`config.mk`:
```
export PLATFORM = sky130hd
export DESIGN_NAME = i2c_cmd_master_flat
export DESIGN_NICKNAME = d
export VERILOG_FILES = /design/src/rtl/i2c_cmd_master_if.sv /design/src/rtl/i2c_cmd_master.sv /design/src/flat_wrapper.sv
export SDC_FILE = /design/constraint.sdc
export NUM_CORES = 1
export LEC_CHECK = 0
export BUFFER_PORTS_ARGS = -buffer_cell sky130_fd_sc_hd__buf_4
export CAP_MARGIN = 20
export CORE_ASPECT_RATIO = 0.7
export CORE_MARGIN = 2
export CORE_UTILIZATION = 52
export CTS_BUF_LIST = sky130_fd_sc_hd__clkbuf_16
export DETAILED_ROUTE_END_ITERATION = 12
export PLACE_DENSITY_LB_ADDON = 0.3
export SETUP_SLACK_MARGIN = 0.1
export SYNTH_ARGS = -nofsm -noshare
export SYNTH_HDL_FRONTEND = slang
export SYNTH_SLANG_ARGS = --single-unit
```
`constraint.sdc`:
```
create_clock -name clk -period 2 [get_ports clk]
set_input_delay 0.4 -clock clk [delete_from_list [all_inputs] [get_ports clk]]
set_output_delay 0.4 -clock clk [all_outputs]
set_load 0.01 [all_outputs]
```
`src/rtl/i2c_cmd_master_if.sv`:
```
// ============================================================================
// i2c_cmd_master_if : command handshake and open-drain I2C pad bundle
// Rev 1.0
// ============================================================================
`default_nettype none

interface i2c_cmd_master_if;
  logic [36:0] i2ccmd;
  logic        i2cstart;
  logic        i2cbusy;
  logic        done;
  logic        nack;
  logic        cmd_err;
  logic        scl_oe;
  logic        sda_oe;
  logic        scl_in;
  logic        sda_in;

  modport master (
    input  i2ccmd, i2cstart, scl_in, sda_in,
    output i2cbusy, done, nack, cmd_err, scl_oe, sda_oe
  );

  modport slave (
    output i2ccmd, i2cstart, scl_in, sda_in,
    input  i2cbusy, done, nack, cmd_err, scl_oe, sda_oe
  );
endinterface

`default_nettype wire

```
`src/rtl/i2c_cmd_master.sv`:
```
// ============================================================================
// i2c_cmd_master : write-only I2C master serialising packed 1..4 byte commands
// Rev 1.0
// ============================================================================
`default_nettype none

module i2c_cmd_master #(
  parameter logic [15:0] CLKDIV = 16'd250
) (
  input  logic              clk,
  input  logic              rstn,
  i2c_cmd_master_if.master  bus
);

  typedef enum logic [2:0] {
    S_IDLE    = 3'd0,
    S_START   = 3'd1,
    S_BIT     = 3'd2,
    S_ACK     = 3'd3,
    S_STOP    = 3'd4,
    S_BUSFREE = 3'd5
  } state_t;

  state_t      r_state;
  logic [1:0]  r_quarter;
  logic [2:0]  r_bit_cnt;
  logic [2:0]  r_byte_cnt;
  logic [31:0] r_shreg;
  logic [15:0] r_qcnt;
  logic        r_ack_fail;

  logic [3:0]  w_n;
  logic        w_cmd_ok;
  logic        w_hold;
  logic        w_tick;

  assign w_n      = bus.i2ccmd[35:32];
  assign w_cmd_ok = bus.i2ccmd[36] && (w_n != 4'd0) && (w_n <= 4'd4);
  // A released SCL still reading low means a slave is stretching the clock.
  assign w_hold   = (r_state != S_IDLE) && !bus.scl_oe && !bus.scl_in;
  assign w_tick   = (r_qcnt == CLKDIV - 16'd1) && !w_hold;

  always_ff @(posedge clk or negedge rstn) begin
    if (!rstn) begin
      r_state      <= S_IDLE;
      r_quarter    <= 2'd0;
      r_bit_cnt    <= 3'd0;
      r_byte_cnt   <= 3'd0;
      r_shreg      <= 32'd0;
      r_qcnt       <= 16'd0;
      r_ack_fail   <= 1'b0;
      bus.i2cbusy  <= 1'b0;
      bus.done     <= 1'b0;
      bus.nack     <= 1'b0;
      bus.cmd_err  <= 1'b0;
      bus.scl_oe   <= 1'b0;
      bus.sda_oe   <= 1'b0;
    end else begin
      bus.done    <= 1'b0;
      bus.cmd_err <= 1'b0;
      if (r_state == S_IDLE) begin
        r_qcnt    <= 16'd0;
        r_quarter <= 2'd0;
        if (bus.i2cstart) begin
          if (w_cmd_ok) begin
            r_shreg     <= bus.i2ccmd[31:0];
            r_byte_cnt  <= w_n[2:0];
            r_bit_cnt   <= 3'd0;
            r_ack_fail  <= 1'b0;
            bus.nack    <= 1'b0;
            bus.i2cbusy <= 1'b1;
            bus.sda_oe  <= 1'b1;
            r_state     <= S_START;
          end else begin
            bus.cmd_err <= 1'b1;
          end
        end
      end else begin
        if (!w_hold)
          r_qcnt <= w_tick ? 16'd0 : r_qcnt + 16'd1;
        if (w_tick) begin
          r_quarter <= r_quarter + 2'd1;
          // Outputs below are those of the quarter being entered.
          case (r_state)
            S_START: begin
              if (r_quarter == 2'd0) begin
                bus.scl_oe <= 1'b1;
              end else begin
                r_state    <= S_BIT;
                r_quarter  <= 2'd0;
                bus.sda_oe <= ~r_shreg[31];
              end
            end
            S_BIT: begin
              case (r_quarter)
                2'd0: bus.scl_oe <= 1'b0;
                2'd2: bus.scl_oe <= 1'b1;
                2'd3: begin
                  r_shreg   <= {r_shreg[30:0], 1'b0};
                  r_bit_cnt <= r_bit_cnt + 3'd1;
                  if (r_bit_cnt == 3'd7) begin
                    r_state    <= S_ACK;
                    bus.sda_oe <= 1'b0;
                  end else begin
                    bus.sda_oe <= ~r_shreg[30];
                  end
                end
                default: ;
              endcase
            end
            S_ACK: begin
              case (r_quarter)
                2'd0: bus.scl_oe <= 1'b0;
                2'd2: begin
                  r_ack_fail <= bus.sda_in;
                  if (bus.sda_in)
                    bus.nack <= 1'b1;
                  bus.scl_oe <= 1'b1;
                end
                2'd3: begin
                  if (r_ack_fail || (r_byte_cnt == 3'd1)) begin
                    r_state    <= S_STOP;
                    bus.sda_oe <= 1'b1;
                  end else begin
                    r_byte_cnt <= r_byte_cnt - 3'd1;
                    r_state    <= S_BIT;
                    bus.sda_oe <= ~r_shreg[31];
                  end
                end
                default: ;
              endcase
            end
            S_STOP: begin
              case (r_quarter)
                2'd0: bus.scl_oe <= 1'b0;
                2'd1: bus.sda_oe <= 1'b0;
                2'd2: begin
                  r_state   <= S_BUSFREE;
                  r_quarter <= 2'd0;
                end
                default: ;
              endcase
            end
            S_BUSFREE: begin
              if (r_quarter == 2'd3) begin
                r_state     <= S_IDLE;
                bus.i2cbusy <= 1'b0;
                bus.done    <= 1'b1;
              end
            end
            default: r_state <= S_IDLE;
          endcase
        end
      end
    end
  end

endmodule

`default_nettype wire

```
`src/flat_wrapper.sv`:
```
// flat-port wrapper written by rule: the top's interface ports become plain ports
module i2c_cmd_master_flat 
#(
  parameter logic [15:0] CLKDIV = 16'd250
)
  (clk, rstn, bus_i2ccmd, bus_i2cstart, bus_scl_in, bus_sda_in, bus_i2cbusy, bus_done, bus_nack, bus_cmd_err, bus_scl_oe, bus_sda_oe);
  i2c_cmd_master_if bus_i ();
  input  logic clk;
  input  logic rstn;
  input wire logic [$bits(bus_i.i2ccmd)-1:0] bus_i2ccmd;
  input wire logic [$bits(bus_i.i2cstart)-1:0] bus_i2cstart;
  input wire logic [$bits(bus_i.scl_in)-1:0] bus_scl_in;
  input wire logic [$bits(bus_i.sda_in)-1:0] bus_sda_in;
  output wire logic [$bits(bus_i.i2cbusy)-1:0] bus_i2cbusy;
  output wire logic [$bits(bus_i.done)-1:0] bus_done;
  output wire logic [$bits(bus_i.nack)-1:0] bus_nack;
  output wire logic [$bits(bus_i.cmd_err)-1:0] bus_cmd_err;
  output wire logic [$bits(bus_i.scl_oe)-1:0] bus_scl_oe;
  output wire logic [$bits(bus_i.sda_oe)-1:0] bus_sda_oe;
  assign bus_i.i2ccmd = bus_i2ccmd;
  assign bus_i.i2cstart = bus_i2cstart;
  assign bus_i.scl_in = bus_scl_in;
  assign bus_i.sda_in = bus_sda_in;
  assign bus_i2cbusy = bus_i.i2cbusy;
  assign bus_done = bus_i.done;
  assign bus_nack = bus_i.nack;
  assign bus_cmd_err = bus_i.cmd_err;
  assign bus_scl_oe = bus_i.scl_oe;
  assign bus_sda_oe = bus_i.sda_oe;
  i2c_cmd_master #(.CLKDIV(CLKDIV)) u_core (.clk(clk), .rstn(rstn), .bus(bus_i));
endmodule
```
After elaboration in Yosys (flattened, before gate mapping)
Cells that the tools add are included.
Widths: inputs -> output; s select.

cells by class
  $add $sub $neg = 4
  magnitude comparators = 1
  equality and inequality tests = 25
  muxes and demuxes = 76
  bitwise logic cells = 3
  reduce and logical (&&, ||, !) cells = 31

operator list
  operator               count
  $mux 32                6
  $mux 3                 24
  $mux 16                3
  $mux 1                 34
  $ne 3x1->1 const B     6
  $reduce_and 6->1       3
  $add 16x1->16 const B  1
  $eq 16x8->1 const B    1
  $pmux 3 s5             1
  $reduce_and 5->1       3
  $reduce_bool 2->1      7
  $eq 3x3->1 const B     3
  $reduce_and 9->1       1
  $mux 2                 4
  $ne 2x1->1 const B     4
  $reduce_and 8->1       1
  $eq 3x1->1 const B     2
  $eq 3x2->1 const B     2
  $ne 3x2->1 const B     2
  $reduce_bool 3->1      2
  $logic_and 1x1->1      5
  $reduce_bool 5->1      1
  $eq 2x2->1 const B     2
  $le 4x3->1 const B     1
  16 further kinds       21

word-level totals
  bits in registers = 66
  input bits = 42
  output and inout port bits = 6
  logic and storage cells = 153

Longest topological paths before layout
  depth in word-level cells = 8
  gate-level depth with buffers = 8
  depth with buffers taken out = 7

Worst setup path before layout
No wires, ideal clock.

  path kind = register -> register
  from = reg u_core.r_qcnt[1]
  to = reg u_core.r_state[1]
  setup time = 128 ps
  data arrival time = 1989 ps
  data required time = 1872 ps
  setup slack = -117 ps
  cell stages (with the launch flop) = 8
  path buffers = 0
  period minus slack after synthesis = 2117 ps
  path through = dfrtp_1 -> inv_1 -> ha_1 -> or4b_4 -> nor4_4 -> nand2_1 -> nor2_1 -> mux2_1

between the ends
  word-level cells in the longest chain between the ends = 4

ends and longest elaborated chain
  element                             RTL line              source
  start: declaration                  i2c_cmd_master.sv:29  logic [15:0] r_qcnt;
  start signal: assignment            i2c_cmd_master.sv:80  r_qcnt <= w_tick ? 16'd0 : r_qcnt + 16'd1;
  $eq 16x8->1                         i2c_cmd_master.sv:41  assign w_tick = (r_qcnt == CLKDIV - 16'd1) && !w_hold;
  $logic_and 1x1->1                   i2c_cmd_master.sv:41
  $reduce_bool 2->1 (no source line)  -
  $reduce_and 9->1 (no source line)   -
  end signal: assignment              i2c_cmd_master.sv:45  r_state <= S_IDLE;
  end signal: assignment              i2c_cmd_master.sv:73  r_state <= S_START;
  end signal: assignment              i2c_cmd_master.sv:89  r_state <= S_BIT;
  end: declaration                    i2c_cmd_master.sv:24  state_t r_state;

No other way between the ends.
A chain may end at the register's enable or synchronous reset.

Final worst setup path
  from = reg u_core.r_qcnt[1]
  to = reg u_core.r_shreg[10]

between the ends
  word-level cells in the longest chain between the ends = 4

ends and longest elaborated chain
  element                             RTL line              source
  $eq 16x8->1                         i2c_cmd_master.sv:41
  $logic_and 1x1->1                   i2c_cmd_master.sv:41
  $reduce_bool 2->1 (no source line)  -
  $reduce_and 5->1 (no source line)   -
  end signal: assignment              i2c_cmd_master.sv:66  r_shreg <= bus.i2ccmd[31:0];
  end signal: assignment              i2c_cmd_master.sv:99  r_shreg <= {r_shreg[30:0], 1'b0};
  end: declaration                    i2c_cmd_master.sv:28  logic [31:0] r_shreg;

No other way between the ends.

==> flow_summary.toml <==
[outcome]
outcome = "finished, violations left"
failed_checks = "setup timing"

[synth]
synth.area.top_cells = "dfrtp_1 (45%), mux2i_1 (7.9%), nor2_1 (6.3%)"
ys_dominant_reg_cell = "dfrtp_1"
synth_most_common_cell = "dfrtp_1"
synthTopCellsByCount = "dfrtp_1 (66), nor2_1 (62), a21oi_1 (43)"
ys_ff_latch = 66
ys_async_sr_fraction_pct = 100.0
netlist-cell-type-count = 59
synthesis.area_um2 = 3675
seq_area_frac_synth_pct = 44.94
netlist_instances = 390
synth_top_area_share_pct = 44.94
syn_nets = 444
synth_edf_count = 0
yosysWarnings = 0
avgSynthCellArea_um2 = 9.422
synth_top_area_cell = "dfrtp_1"

[critical_path]
reg2reg_slack_ns = -0.25
r2r_start = "u_core.r_qcnt[1]"
crit_end = "u_core.r_shreg[10]"
critPathMaxStageDelay_ns = 0.50
path_cells = "inv_1, ha_2, or4b_4, nor4_4, a31o_4, buf_12, clkbuf_16, nor2_2, a31oi_1"
path_class = "reg2reg"
cp-start-kind = "flop"
worst_ep_required_time_ns = 2.25
r2r-end = "u_core.r_shreg[10]"
cp_data_arrival_time_ns = 2.50
crit_start = "u_core.r_qcnt[1]"
endpoint_kind = "flop"
r2r_cells = 9
cp_max_fo = 6
slowest_stage = "or4b_4"

[pwr]
leakage_nw = 2.595
p_per_area_nw_per_um2 = 646.4
ir_worst_vdd_mv = 0.4805
power.switching_w = 0.0009099
p_int_w = 0.002599
seqPwrFrac_pct = 42.0
power_frac_comb_pct = 12.2
p_clk_share_pct = 45.8
power_switching_share_pct = 25.93

[timing]
fin_crit_sh_pct = 112.7
tightest_slew_ns = 0.8267
rsz0062_at_grt = "true"
fin_ws_ns = -0.2536
drv_slew = 0
min_period_ns = 2.254
hold_viol_final = 0
finalSetupViolCount = 48
relSlewSlack_pct = 44.89
finClkSkew_ns = 0.007886
fmax_mhz = 443.7

[placement]
portBuffers = 47
place_inst = 556
gp_routability_congestion = 0.9316
dp_slack_ns = -0.1406
hpwl_mm = 6.156
postPlaceCellArea_um2 = 4484

[cells_and_area]
diodes = 0
stdcell_count = 597
final_cell_area_um2 = 5429
multiInputGateArea_um2 = 2220
register_area_um2 = 1652
fill_cells = 359
syn_to_final_growth_pct = 47.74
drive_above_1_share_pct = 43.34
final_nets = 552

[clocking]
clk_pin_slew_worst_paths_ns = 0.06
cts_root_buf = "clkbuf_16"
clk_latency_ns = 0.34
cts_hold_buf = 0
clock-sinks = 66
cts_inserted_buffers = 9
cts.path.max_buffers = 2
cts_tree = "done"
h-tree-depth = 3

[global_routing]
grt-ovfl-total = 0
grt_max_degree = 67
antenna_found_initial = 0
grt_pass1_vias = 3173
grt_first_pass_wirelength_mm = 15.04
track_usage_pct = 24.55

[routing]
wl_per_cell_um = 19.08
routed-via-count = 3544
via_per_inst = 5.936
routed_wl_mm = 11.39
route.detailed.drc = 0
drtIter0Drc = 286
ant_nets = 0
drt-pass1-iter-count = 7

[die]
fp.dieW_um = 104.5
core_area_um2 = 6788
initial_core_util_pct = 54.14
die_area_um2 = 7766
die_height_um = 74.34
fp-row-count = 25
pin_count = 48

[min_path]
hold_class = "in2async"

[job]
cap_violations = 0
==> flip-flops by register name, summed over array words and instances, names as in the netlist <==
register / cells
u_core.bus.cmd_err: 1
u_core.r_quarter: 2
u_core.r_state: 3
u_core.bus.nack: 1
u_core.r_ack_fail: 1
u_core.bus.sda_oe: 1
u_core.bus.done: 1
u_core.bus.i2cbusy: 1
u_core.r_bit_cnt: 3
u_core.r_shreg: 32
u_core.bus.scl_oe: 1
u_core.r_qcnt: 16
u_core.r_byte_cnt: 3
==> worst max-delay path, delay by kind of cell, from the launching register on <==
| kind | cells | cell delay (ns) |
|---|---|---|
| fa+ha+maj | 1 | 0.20 |
| simple gates | 3 | 0.76 |
| flops | 1 | 0.37 |
| compound gates | 2 | 0.44 |
| buf+inv | 3 | 0.41 |
==> kinds of logic after synthesis <==
kind of cell | count (synthesis) | share of synthesized area, %
adders and majority gates | 12 | 4.086
buffers and inverters | 32 | 4.018
DFF | 66 | 44.94
AOI/OAI and AO/OA | 89 | 14.78
and+or+nand+nor | 148 | 20.74
xor gates and xnor gates | 11 | 2.622
muxes | 32 | 8.819
==> metal layers <==
metal  part of all wire [%]  up-vias  global-route usage, %
met5                      0        -                      0
met4                    2.1        0                  7.808
met3                    6.2       34                  5.784
met2                     48      171                  39.14
met1                     43     1737                  33.86
li1                       -     1602                      -
==> layout by cell type, fill, tap and decap left out, drive strengths merged, types with 4 or more instances in the layout <==
| cell | Yosys | final |
|---|---|---|
| nand4 | 5 | 5 |
| nor4 | 4 | 4 |
| and2 | 5 | 5 |
| o21ai | 16 | 16 |
| nand3 | 11 | 11 |
| nand2 | 27 | 27 |
| a31oi | 5 | 5 |
| inv | 11 | 12 |
| a21oi | 44 | 44 |
| xor2 | 8 | 8 |
| buf | 15 | 113 |
| clkinvlp | 0 | 4 |
| or3 | 5 | 5 |
| ha | 12 | 12 |
| o31ai | 5 | 5 |
| clkbuf | 6 | 14 |
| dfrtp | 66 | 66 |
| mux2i | 29 | 29 |
| and3 | 4 | 4 |
| nor2 | 62 | 62 |
==> worst min-delay path by stage <==
stage | slack (ns) | end | depth (start not counted)
final | 0.17 | u_core.r_qcnt[8] | 1
after detailed placement | 0.50 | u_core.bus.i2cbusy | 2
after global routing | 0.24 | u_core.r_qcnt[8] | 1
after global placement | 0.48 | u_core.r_bit_cnt[0] | 1
after CTS | 0.20 | u_core.r_qcnt[4] | 1
after floorplan | 0.10 | u_core.bus.cmd_err | 0
==> final cells by class <==
| class | instances | area share [%] |
|---|---|---|
| clock buffers | 9 | 4.148 |
| multi-input cells | 292 | 40.88 |
| inverters | 11 | 0.7605 |
| flip-flops and latches | 66 | 30.42 |
| repair buffers | 118 | 20.19 |
| well taps | 94 | 2.166 |
| clock inverters | 7 | 1.429 |
==> timing repair <==
item / in CTS / in global routing
endpoints found under the setup margin: 48 / 56
gates resized for setup: 13 / 78
cloned: 0 / 8
endpoints found under the hold margin: 0 / 0
pin swaps: 9 / 6
buffers inserted: 4 / 13
==> stage by stage <==
step | power (W) | hold WS [ns] | TNS [ns] | utilization [%]
after floorplan | 0.001650 | 0.1044 | 0 | -
after global placement | 0.001824 | 0.4753 | -0.9194 | 66.06
after detailed placement | 0.001839 | 0.5027 | -3.247 | 66.06
after CTS | 0.003442 | 0.2014 | -2.180 | 71.72
after global routing | 0.003628 | 0.2440 | -10.47 | 79.98
final | 0.003509 | 0.1681 | -7.345 | 79.98
==> power by group through the flow <==
| stage | Sequential (W) | Combinational, W | Clock (W) |
|---|---|---|---|
| 3_3_place_gp | 0.00149 | 0.000338 | 0 |
| 4_1_cts | 0.00147 | 0.000371 | 0.00160 |
| 5_1_grt | 0.00148 | 0.000466 | 0.00168 |
| 2_1_floorplan | 0.00149 | 0.000162 | 0 |
| 6_report | 0.00147 | 0.000429 | 0.00161 |
| 3_5_place_dp | 0.00149 | 0.000349 | 0 |
(Power assumes the default switching activity.)
